$ cat config.mk
export PLATFORM = sky130hd
export DESIGN_NAME = pc_sequencer
export DESIGN_NICKNAME = d
export VERILOG_FILES = /design/src/rtl/pc_sequencer_pkg.sv /design/src/rtl/pc_ras.sv /design/src/rtl/pc_sequencer.sv
export SDC_FILE = /design/constraint.sdc
export NUM_CORES = 1
export LEC_CHECK = 0
export CORE_MARGIN = 5
export CORE_UTILIZATION = 25
export CTS_CLUSTER_DIAMETER = 120
export DETAILED_ROUTE_END_ITERATION = 7
export HOLD_SLACK_MARGIN = 0.03
export PLACE_DENSITY = 0.54
export SETUP_SLACK_MARGIN = 0.3
export SYNTH_ARGS = -nofsm -noshare
export SYNTH_HDL_FRONTEND = slang
export SYNTH_SLANG_ARGS = --single-unit
$ cat constraint.sdc
create_clock -name clk -period 1.7 [get_ports clk]
set_input_delay 0.51 -clock clk [delete_from_list [all_inputs] [get_ports clk]]
set_output_delay 0.51 -clock clk [all_outputs]
set_load 0.05 [all_outputs]
$ cat src/rtl/pc_sequencer_pkg.sv
// pc_sequencer_pkg: shared state/redirect encodings and default vectors for pc_sequencer.
package pc_sequencer_pkg;
    typedef enum logic [1:0] {BOOT, RUN, HALT} state_t;
    typedef enum logic [1:0] {RD_NONE, RD_RET, RD_BR, RD_TRAP} redir_t;
    localparam logic [31:0] DEF_RESET_VEC = 32'h0000_0000;
    localparam logic [31:0] DEF_TRAP_VEC = 32'h0000_0100;
    function automatic redir_t redir_sel(logic trap, logic br, logic ret);
        return trap ? RD_TRAP : br ? RD_BR : ret ? RD_RET : RD_NONE;
    endfunction
endpackage

$ cat src/rtl/pc_ras.sv
// pc_ras: circular return-address stack; a push when full overwrites the oldest entry.
module pc_ras #(
    parameter int XLEN = 32,
    parameter int RAS_DEPTH = 4
) (
    input  logic            clk,
    input  logic            rst_n,
    input  logic            push,
    input  logic            pop,
    input  logic [XLEN-1:0] push_data,
    output logic [XLEN-1:0] top,
    output logic            empty,
    output logic            full
);
    localparam int PW = $clog2(RAS_DEPTH);
    localparam int CW = $clog2(RAS_DEPTH + 1);
    localparam logic [PW-1:0] LAST = PW'(RAS_DEPTH - 1);
    logic [XLEN-1:0] mem [RAS_DEPTH];
    logic [PW-1:0] sp, sp_inc, sp_dec;
    logic [CW-1:0] cnt;
    assign sp_inc = sp == LAST ? '0 : sp + 1'b1;
    assign sp_dec = sp == '0 ? LAST : sp - 1'b1;
    assign top = mem[sp_dec];
    assign empty = cnt == '0;
    assign full = cnt == CW'(RAS_DEPTH);
    // the count saturates so a wrapped push keeps full asserted
    always_ff @(posedge clk or negedge rst_n) begin
        if (!rst_n) begin
            sp <= '0;
            cnt <= '0;
        end else if (push) begin
            sp <= sp_inc;
            cnt <= full ? cnt : cnt + 1'b1;
        end else if (pop && !empty) begin
            sp <= sp_dec;
            cnt <= cnt - 1'b1;
        end
    end
    always_ff @(posedge clk) begin
        if (push) mem[sp] <= push_data;
    end
endmodule

$ cat src/rtl/pc_sequencer.sv
// pc_sequencer: BOOT/RUN/HALT program-counter sequencer with trap/branch/return redirects.
// Define PC_SEQUENCER_RAS_EN to include the return-address stack (pc_ras).
module pc_sequencer
    import pc_sequencer_pkg::*;
#(
    parameter int XLEN = 32,
    parameter int INC = 4,
    parameter logic [XLEN-1:0] RESET_VEC = XLEN'(DEF_RESET_VEC),
    parameter logic [XLEN-1:0] TRAP_VEC = XLEN'(DEF_TRAP_VEC),
    parameter int RAS_DEPTH = 4
) (
    input  logic            clk,
    input  logic            rst_n,
    input  logic            fetch_ready,
    input  logic            stall,
    input  logic            br_taken,
    input  logic [XLEN-1:0] br_target,
    input  logic            call_i,
    input  logic            ret_i,
    input  logic            trap_i,
    input  logic            halt_i,
    input  logic            resume_i,
    output logic [XLEN-1:0] pc_o,
    output logic            pc_valid,
    output logic            ras_empty,
    output logic            ras_full
);
    localparam logic [XLEN-1:0] STEP = XLEN'(INC);
    localparam logic [XLEN-1:0] MASK = ~(STEP - 1'b1);
    state_t state, state_next;
    redir_t sel;
    logic [XLEN-1:0] seq_pc, target, pc_next, ras_top;
    logic ret_ok, hs;
`ifdef PC_SEQUENCER_RAS_EN
    pc_ras #(.XLEN(XLEN), .RAS_DEPTH(RAS_DEPTH)) u_ras (
        .clk(clk),
        .rst_n(rst_n),
        .push(sel == RD_BR && call_i),
        .pop(sel == RD_RET),
        .push_data(seq_pc),
        .top(ras_top),
        .empty(ras_empty),
        .full(ras_full)
    );
    assign ret_ok = ret_i & ~ras_empty;
`else
    logic unused_ras;
    assign unused_ras = call_i ^ ret_i;
    assign ras_top = '0;
    assign ras_empty = 1'b1;
    assign ras_full = 1'b0;
    assign ret_ok = 1'b0;
`endif
    assign sel = redir_sel(trap_i, br_taken, ret_ok);
    assign seq_pc = pc_o + STEP;
    assign hs = pc_valid & fetch_ready & ~stall;
    always_ff @(posedge clk or negedge rst_n) begin
        if (!rst_n) state <= BOOT;
        else state <= state_next;
    end
    always_comb begin
        state_next = state;
        case (state)
            BOOT: state_next = RUN;
            RUN: state_next = halt_i ? HALT : RUN;
            HALT: state_next = (resume_i || trap_i) ? RUN : HALT;
            default: state_next = BOOT;
        endcase
    end
    always_comb begin
        pc_valid = state == RUN;
    end
    always_comb begin
        target = (sel == RD_TRAP ? TRAP_VEC : sel == RD_BR ? br_target : ras_top) & MASK;
        pc_next = sel != RD_NONE ? target : hs ? seq_pc : pc_o;
    end
    always_ff @(posedge clk or negedge rst_n) begin
        if (!rst_n) pc_o <= RESET_VEC;
        else pc_o <= pc_next;
    end
endmodule

==> results of run 1 <==
through the flow:
step | power (uW) | worst slack (ns)
floorplan | 1290 | -0.279
global placement | 1780 | -0.584
detailed placement | 1780 | -0.628
CTS | 2540 | -0.0905
global route | 2740 | -0.160
finish | 2610 | -0.0926
per-layer routing:
layer  GRT usage (%)  vias to the layer above  part of all wire [%]
li1                -                     1140                     -
met1            17.3                     1114                    42
met2            26.2                       61                    51
met3            4.13                        9                   5.6
met4            4.19                        0                   1.5
met5               0                        -                     0
kinds of logic (layout without fill, tap and decap cells):
family,count (synthesis),in the layout
compound gates,48,48
xor+xnor,24,24
fa+ha+maj,1,1
buf+inv,29,186
flops,32,32
mux,6,6
other cells,2,4
simple gates,94,94
cell type report:
type,instances,area share [%]
inverter,14,1.18
tap,105,2.96
sequential,32,18.6
multi-input combinational,177,32.3
timing repair buffer,164,43.0
clock buffer,8,2.03
final timing paths:
check                           startpoint        to  slack, ns
worst max-delay path              state[1]  pc_valid      -0.09
worst min-delay path                 rst_n  pc_o[23]       0.59
worst max register to register    state[1]  pc_o[27]      -0.07
worst min register to register    pc_o[21]  pc_o[21]       0.68
max in group asynchronous            rst_n   pc_o[3]       0.91
min in group clk                    trap_i   pc_o[3]       0.67
timing repair:
item,in CTS,in global routing
setup endpoints to repair,61,63
resized for setup,50,50
setup buffers,29,17
pin swaps,34,31
report_power, final:
| group | internal (uW) | switching, uW |
|---|---|---|
| combinational | 598 | 496 |
| clock | 330 | 304 |
| sequential | 819 | 61.4 |
| total | 1750 | 861 |
synth_stat cells, types with 2 or more instances:
master,n,area (um^2)
dfrtp_1,32,801
nand2_1,22,82.6
xnor2_1,22,193
a21oi_1,19,95.1
nor2_1,16,60.1
nand3_1,15,75.1
inv_1,14,52.6
nand4_1,10,62.6
o21a_1,10,75.1
clkbuf_1,8,30.0
nor3_1,7,35.0
o21ai_0,7,35.0
a22o_1,6,52.6
mux2i_1,6,60.1
buf_4,4,30.0
nor2b_1,4,25.0
nor4_4,4,85.1
and2_1,3,18.8
and3_1,3,18.8
a32o_1,2,20.0
and4_1,2,17.5
buf_2,2,10.0
conb_1,2,7.51
nor4_2,2,25.0
xor2_1,2,17.5
critical path: cells and delay by family, from the launching register on:
family | cells | cell delay, ns
buf+inv | 3 | 0.38
flops | 1 | 0.38
simple gates | 1 | 0.23
sequential cells by signal, summed over array words and instances (netlist names):
| name | flops |
|---|---|
| state | 2 |
| pc_o | 30 |
cells in the final DEF, fill, tap and decap left out, drive strengths merged, types with 4 or more instances in the layout:
| cell | instances |
|---|---|
| a21oi | 19 |
| a22o | 6 |
| buf | 128 |
| clkbuf | 8 |
| clkdlybuf4s50 | 33 |
| conb | 4 |
| dfrtp | 32 |
| inv | 14 |
| mux2i | 6 |
| nand2 | 22 |
| nand3 | 16 |
| nand4 | 10 |
| nor2 | 16 |
| nor2b | 4 |
| nor3 | 7 |
| nor4 | 7 |
| o21a | 10 |
| o21ai | 7 |
| xnor2 | 22 |
==> metrics.txt, run 1 <==
# TYPE chip_impl_metric gauge
chip_impl_metric{name="multi_input_area",unit="um^2"} 1430
chip_impl_metric{name="detail_route.iter0.violations",unit=""} 68
chip_impl_info{name="violations",value="negative setup slack"} 1
chip_impl_info{name="startpoint_type",value="flop"} 1
chip_impl_metric{name="number_of_rows_in_the_core_area",unit=""} 33
chip_impl_metric{name="p_leak",unit="uW"} 0.00201
chip_impl_metric{name="numPlacedInstances",unit=""} 446
chip_impl_metric{name="ir_drop_worst_vdd",unit="mV"} 0.468
chip_impl_metric{name="reg2reg_depth",unit=""} 7
chip_impl_metric{name="hold_viol_final",unit=""} 0
chip_impl_metric{name="drt_drc_violations_left",unit=""} 0
chip_impl_metric{name="dpl-instance-area",unit="um^2"} 3590
chip_impl_metric{name="muxShareOfSynthArea",unit="%"} 2.86
chip_impl_metric{name="layout-drive-gt1-share",unit="%"} 51.4
chip_impl_metric{name="yosysSeqAreaShare",unit="%"} 38.1
chip_impl_metric{name="syn-cell-area",unit="um^2"} 2100
chip_impl_metric{name="gp_congestion",unit=""} 0.811
chip_impl_metric{name="min_setup_slack_post_route",unit="ns"} -0.0926
chip_impl_metric{name="route.detailed.vias_per_inst",unit=""} 4.65
chip_impl_metric{name="die_area",unit="um^2"} 10300
chip_impl_metric{name="drt-wirelength-per-cell",unit="um"} 15.2
chip_impl_metric{name="cpPeakStageDelay",unit="ns"} 0.38
chip_impl_metric{name="yosys_register_bits",unit=""} 32
chip_impl_metric{name="n_antenna_cell",unit=""} 0
chip_impl_info{name="status",value="complete, but fails checks"} 1
chip_impl_metric{name="total_global_routing_overflow",unit=""} 0
chip_impl_info{name="cts_root_buffer",value="clkbuf_8"} 1
chip_impl_metric{name="ios",unit=""} 77
chip_impl_metric{name="initial_core_util",unit="%"} 25.6
chip_impl_info{name="crit_path_cell_trace",value="buf_4 > buf_6 > and2b_1 > buf_12"} 1
chip_impl_metric{name="worst_hold_slack",unit="ns"} 0.585
chip_impl_metric{name="critical_path.max_fanout",unit=""} 3
chip_impl_metric{name="synth_edf_count",unit=""} 0
chip_impl_metric{name="grt_antenna_before_repair",unit=""} 0
chip_impl_metric{name="max_clock_freq",unit="MHz"} 558
chip_impl_metric{name="fin_setup_tns",unit="ns"} -0.320
chip_impl_metric{name="grt_pass1_wl",unit="um"} 11900
chip_impl_metric{name="num-nets-final",unit=""} 437
chip_impl_metric{name="final-setup-viol-count",unit=""} 7
chip_impl_metric{name="netlist-cell-type-count",unit=""} 37
chip_impl_metric{name="async_reset_ff_share",unit="%"} 100
chip_impl_metric{name="netlist_instances",unit=""} 236
chip_impl_info{name="synth_top_family_by_area",value="simple AND/OR/NAND/NOR gates"} 1
chip_impl_info{name="cts_tree",value="yes"} 1
chip_impl_info{name="setup.worst_path.class",value="reg -> out"} 1
chip_impl_metric{name="antenna_violating_nets_post_route",unit=""} 0
chip_impl_metric{name="wl",unit="um"} 7620
chip_impl_metric{name="grt_pass1_vias",unit=""} 2485
chip_impl_metric{name="regArea",unit="um^2"} 826
chip_impl_metric{name="cts.sink_count",unit=""} 32
chip_impl_metric{name="n_fill_cell",unit=""} 708
chip_impl_metric{name="p_per_area",unit="nW/um^2"} 587
chip_impl_metric{name="final_critical_path_required_period",unit="ns"} 1.79
chip_impl_metric{name="postLayoutCellArea",unit="um^2"} 4440
chip_impl_info{name="critical-path-slowest-cell",value="dfrtp_1"} 1
chip_impl_metric{name="synth_simple_gate_area_share",unit="%"} 27.0
chip_impl_metric{name="cts_htree_levels",unit=""} 2
chip_impl_metric{name="grt_start_max_net_pins",unit=""} 33
chip_impl_metric{name="clock_latency",unit="ns"} 0.30
chip_impl_metric{name="worstPathArrival",unit="ns"} 1.28
chip_impl_metric{name="cts.path.max_buffers",unit=""} 2
chip_impl_metric{name="postLayoutCoreUtil",unit="%"} 54.0
chip_impl_metric{name="synth_fa_ha_area_share",unit="%"} 0.595
chip_impl_metric{name="detailedPlacementHpwl",unit="um"} 5390
chip_impl_metric{name="post_synth_xor_area_fraction",unit="%"} 9.99
chip_impl_metric{name="detailedRoute.firstPassIterationCount",unit=""} 4
chip_impl_metric{name="synth-compound-area-share",unit="%"} 14.8
chip_impl_metric{name="worst_ep_required_time",unit="ns"} 1.19
chip_impl_info{name="synth_ff_type",value="dfrtp_1"} 1
chip_impl_metric{name="skew",unit="ns"} 0.00736
chip_impl_metric{name="synth.yosys.warnings",unit=""} 0
chip_impl_metric{name="grt.total_usage",unit="%"} 14.7
chip_impl_metric{name="syn_avg_cell_area",unit="um^2"} 8.91
chip_impl_metric{name="detailroute.via_count",unit=""} 2324
chip_impl_metric{name="placement.io_buffers",unit=""} 68
chip_impl_metric{name="max-cap-violations",unit=""} 0
chip_impl_metric{name="share_of_the_clock_period_used_by_the_worst_path_after_layout",unit="%"} 105
chip_impl_info{name="grt_setup_unrepaired",value="yes"} 1
chip_impl_metric{name="number_of_pins_exceeding_their_max_slew_limit_in_the_final_report",unit=""} 0
chip_impl_info{name="min_path_type",value="in -> async"} 1
chip_impl_metric{name="final_cells",unit=""} 500
chip_impl_metric{name="die-width",unit="um"} 102
chip_impl_info{name="worst_setup_path_end_kind",value="output port"} 1
chip_impl_metric{name="cts.reportedPaths.clkPinSlew",unit="ns"} 0.07
chip_impl_metric{name="areaGrowthSynthToFinish",unit="%"} 111
chip_impl_metric{name="die_h",unit="um"} 102
chip_impl_metric{name="cts-hold-fix-buffers",unit=""} 0
chip_impl_metric{name="core",unit="um^2"} 8220
chip_impl_metric{name="cts_bufs_inserted",unit=""} 5
(Power assumes the default switching activity.)
==> run 2, diff against run 1 <==
--- a/config.mk
+++ b/config.mk
@@ -12,5 +12,5 @@
 export HOLD_SLACK_MARGIN = 0.03
 export PLACE_DENSITY = 0.54
-export SETUP_SLACK_MARGIN = 0.3
+export SETUP_SLACK_MARGIN = 0.2
 export SYNTH_ARGS = -nofsm -noshare
 export SYNTH_HDL_FRONTEND = slang
==> constraint.sdc (replaced) <==
create_clock -name clk -period 1.7 [get_ports clk]
set_input_delay 0.425 -clock clk [delete_from_list [all_inputs] [get_ports clk]]
set_output_delay 0.425 -clock clk [all_outputs]
set_load 0.05 [all_outputs]
==> metrics.txt, run 2 (synthesis results as in run 1) <==
# TYPE chip_impl_metric gauge
chip_impl_info{name="status",value="complete, but fails checks"} 1
chip_impl_info{name="violations",value="negative setup slack"} 1
chip_impl_metric{name="min_setup_slack_post_route",unit="ns"} -0.0391
chip_impl_metric{name="detailedRoute.firstPassIterationCount",unit=""} 4
chip_impl_info{name="crit_top_cell",value="buf_6"} 1
chip_impl_metric{name="worstPathArrival",unit="ns"} 1.91
chip_impl_metric{name="dpl-instance-area",unit="um^2"} 3620
chip_impl_metric{name="hold_viol_final",unit=""} 0
chip_impl_metric{name="total_global_routing_overflow",unit=""} 0
chip_impl_metric{name="max-cap-violations",unit=""} 0
chip_impl_metric{name="ir_drop_worst_vdd",unit="mV"} 0.658
chip_impl_metric{name="cpPeakStageDelay",unit="ns"} 0.40
chip_impl_info{name="crit_path_start",value="state[1]"} 1
chip_impl_metric{name="max_clock_freq",unit="MHz"} 575
chip_impl_metric{name="fin_setup_tns",unit="ns"} -0.143
chip_impl_metric{name="cts.reportedPaths.clkPinSlew",unit="ns"} 0.07
chip_impl_info{name="top_register",value="pc_o"} 1
chip_impl_metric{name="final_cells",unit=""} 468
chip_impl_info{name="cts_root_buffer",value="clkbuf_8"} 1
chip_impl_info{name="setup.worst_path.class",value="reg -> reg"} 1
chip_impl_metric{name="crit_buf_inv",unit=""} 3
chip_impl_metric{name="grt.total_usage",unit="%"} 13.9
chip_impl_info{name="mostFrequentLayoutCell",value="buf_4"} 1
chip_impl_metric{name="gp_congestion",unit=""} 0.835
chip_impl_info{name="r2r_start",value="state[1]"} 1
chip_impl_metric{name="num-nets-final",unit=""} 405
chip_impl_metric{name="antenna_violating_nets_post_route",unit=""} 0
chip_impl_info{name="layout.cells.most_common_list",value="50 x buf_4, 34 x clkdlybuf4s50_1, 34 x buf_12"} 1
chip_impl_metric{name="grt_start_max_net_pins",unit=""} 33
chip_impl_metric{name="grt_pass1_wl",unit="um"} 11300
chip_impl_metric{name="n_fill_cell",unit=""} 763
chip_impl_metric{name="skew",unit="ns"} 0.00571
chip_impl_metric{name="worst_hold_slack",unit="ns"} 0.525
chip_impl_metric{name="cts.path.max_buffers",unit=""} 2
chip_impl_metric{name="drt_drc_violations_left",unit=""} 0
chip_impl_metric{name="p_per_area",unit="nW/um^2"} 620
chip_impl_metric{name="drt-wirelength-per-cell",unit="um"} 15.0
chip_impl_metric{name="number_of_pins_exceeding_their_max_slew_limit_in_the_final_report",unit=""} 0
chip_impl_info{name="crit_path_cell_trace",value="nand4bb_1 > buf_6 > buf_6 > nor4_4 > buf_6 > nand3_2 > xnor2_1 > o21a_1"} 1
chip_impl_metric{name="layout-drive-gt1-share",unit="%"} 44.4
chip_impl_metric{name="route.detailed.vias_per_inst",unit=""} 4.73
chip_impl_metric{name="die_area",unit="um^2"} 10300
chip_impl_info{name="min_path_type",value="in -> async"} 1
chip_impl_metric{name="die_h",unit="um"} 102
chip_impl_metric{name="detail_route.iter0.violations",unit=""} 92
chip_impl_metric{name="grt_pass1_vias",unit=""} 2320
chip_impl_metric{name="final_critical_path_required_period",unit="ns"} 1.74
chip_impl_metric{name="power.total",unit="uW"} 2510
chip_impl_metric{name="critical_path.max_fanout",unit=""} 5
chip_impl_metric{name="share_of_the_clock_period_used_by_the_worst_path_after_layout",unit="%"} 102
chip_impl_metric{name="grt_antenna_before_repair",unit=""} 0
chip_impl_metric{name="worst_ep_required_time",unit="ns"} 1.87
chip_impl_metric{name="wl",unit="um"} 7030
chip_impl_metric{name="placement.io_buffers",unit=""} 68
chip_impl_metric{name="areaGrowthSynthToFinish",unit="%"} 92.1
chip_impl_metric{name="die-width",unit="um"} 102
chip_impl_info{name="cpLargestDelayFamily",value="simple AND/OR/NAND/NOR gates"} 1
chip_impl_metric{name="cts.sink_count",unit=""} 32
chip_impl_metric{name="clock_latency",unit="ns"} 0.28
chip_impl_metric{name="initial_core_util",unit="%"} 25.6
chip_impl_info{name="worst_setup_path_end_kind",value="flop"} 1
chip_impl_metric{name="number_of_rows_in_the_core_area",unit=""} 33
chip_impl_metric{name="cts_htree_levels",unit=""} 2
chip_impl_metric{name="p_leak",unit="uW"} 0.00175
chip_impl_info{name="cts_tree",value="yes"} 1
chip_impl_metric{name="final-setup-viol-count",unit=""} 8
chip_impl_info{name="grt_setup_unrepaired",value="yes"} 1
chip_impl_metric{name="n_antenna_cell",unit=""} 0
chip_impl_metric{name="cts_bufs_inserted",unit=""} 5
chip_impl_metric{name="ios",unit=""} 77
chip_impl_info{name="critical-path-slowest-cell",value="dfrtp_1"} 1
chip_impl_metric{name="detailroute.via_count",unit=""} 2214
chip_impl_metric{name="numPlacedInstances",unit=""} 449
chip_impl_metric{name="core",unit="um^2"} 8220
chip_impl_metric{name="number_of_flip_flops_in_the_largest_register",unit=""} 30
chip_impl_metric{name="postLayoutCellArea",unit="um^2"} 4040
chip_impl_metric{name="detailedPlacementHpwl",unit="um"} 5400
chip_impl_info{name="startpoint_type",value="flop"} 1
chip_impl_info{name="top_regs",value="pc_o x30, state x2"} 1
==> run 2: changes by cell type in the layout (fill, tap and decap cells not counted), moves of 2 or more <==
cell,previous run,this run
dfrtp_1,12,14
buf_4,54,50
dfrtp_2,20,18
nand2_4,5,2
nor3_1,1,4
nand3_1,7,4
nor3_2,4,2
nor2_1,13,15
buf_12,36,34
nand2_1,14,16
buf_6,37,11
nand3_2,6,9
==> run 2: report_power, final <==
group	switching, uW	total, uW	leakage, uW	internal (uW)
Combinational	463	972	0.00130	508
Sequential	64.0	883	0.000394	819
Clock	283	653	0.0000515	370
Total	810	2510	0.00175	1700
==> run 2: path summary, 6_finish.rpt <==
check	end	slack, ns	cells past startpoint
max	pc_o[23]	-0.04	8
min	pc_o[19]	0.52	2
max reg2reg	pc_o[23]	-0.04	8
min reg2reg	pc_o[31]	0.62	1
max in group asynchronous	pc_o[10]	0.99	2
min in group clk	pc_o[31]	0.62	1
==> run 2: worst register-to-register path, delay by kind of cell (launching register included) <==
kind	cells	cell delay (ns)
xor gates and xnor gates	1	0.14
DFF	1	0.40
buffers and inverters	3	0.45
and+or+nand+nor	3	0.46
AOI/OAI and AO/OA	1	0.18
==> run 2: area by class of cell <==
type	count	area, um^2	share of cell area [%]
inverters	14	52.6	1.30
multi-input cells	177	1380	34.2
well taps	105	131	3.25
clock buffers	8	100	2.48
flip-flops and latches	32	823	20.4
repair buffers	132	1550	38.4
==> run 2: timing repair <==
| item | 4_1_cts | 5_1_grt |
|---|---|---|
| hold buffers | 0 | 0 |
| setup endpoints to repair | 30 | 32 |
| buffers inserted | 6 | 5 |
| pin swaps | 30 | 20 |
| gates resized for setup | 27 | 30 |
==> run 2: routing by layer <==
metal	wire length, um	vias to the layer above	track usage, %
met3	369	9	3.58
met5	0	-	0
met2	3530	56	23.6
met1	3050	1080	17.4
met4	85	0	3.78
li1	-	1069	-
==> run 2: metrics by stage <==
step | util (%) | worst slack, ns
6_report | 49.2 | -0.0391
5_1_grt | 49.2 | -0.131
4_1_cts | 47.2 | -0.0359
3_5_place_dp | 44.1 | -0.503
3_3_place_gp | 44.1 | -0.493
2_1_floorplan | - | -0.279
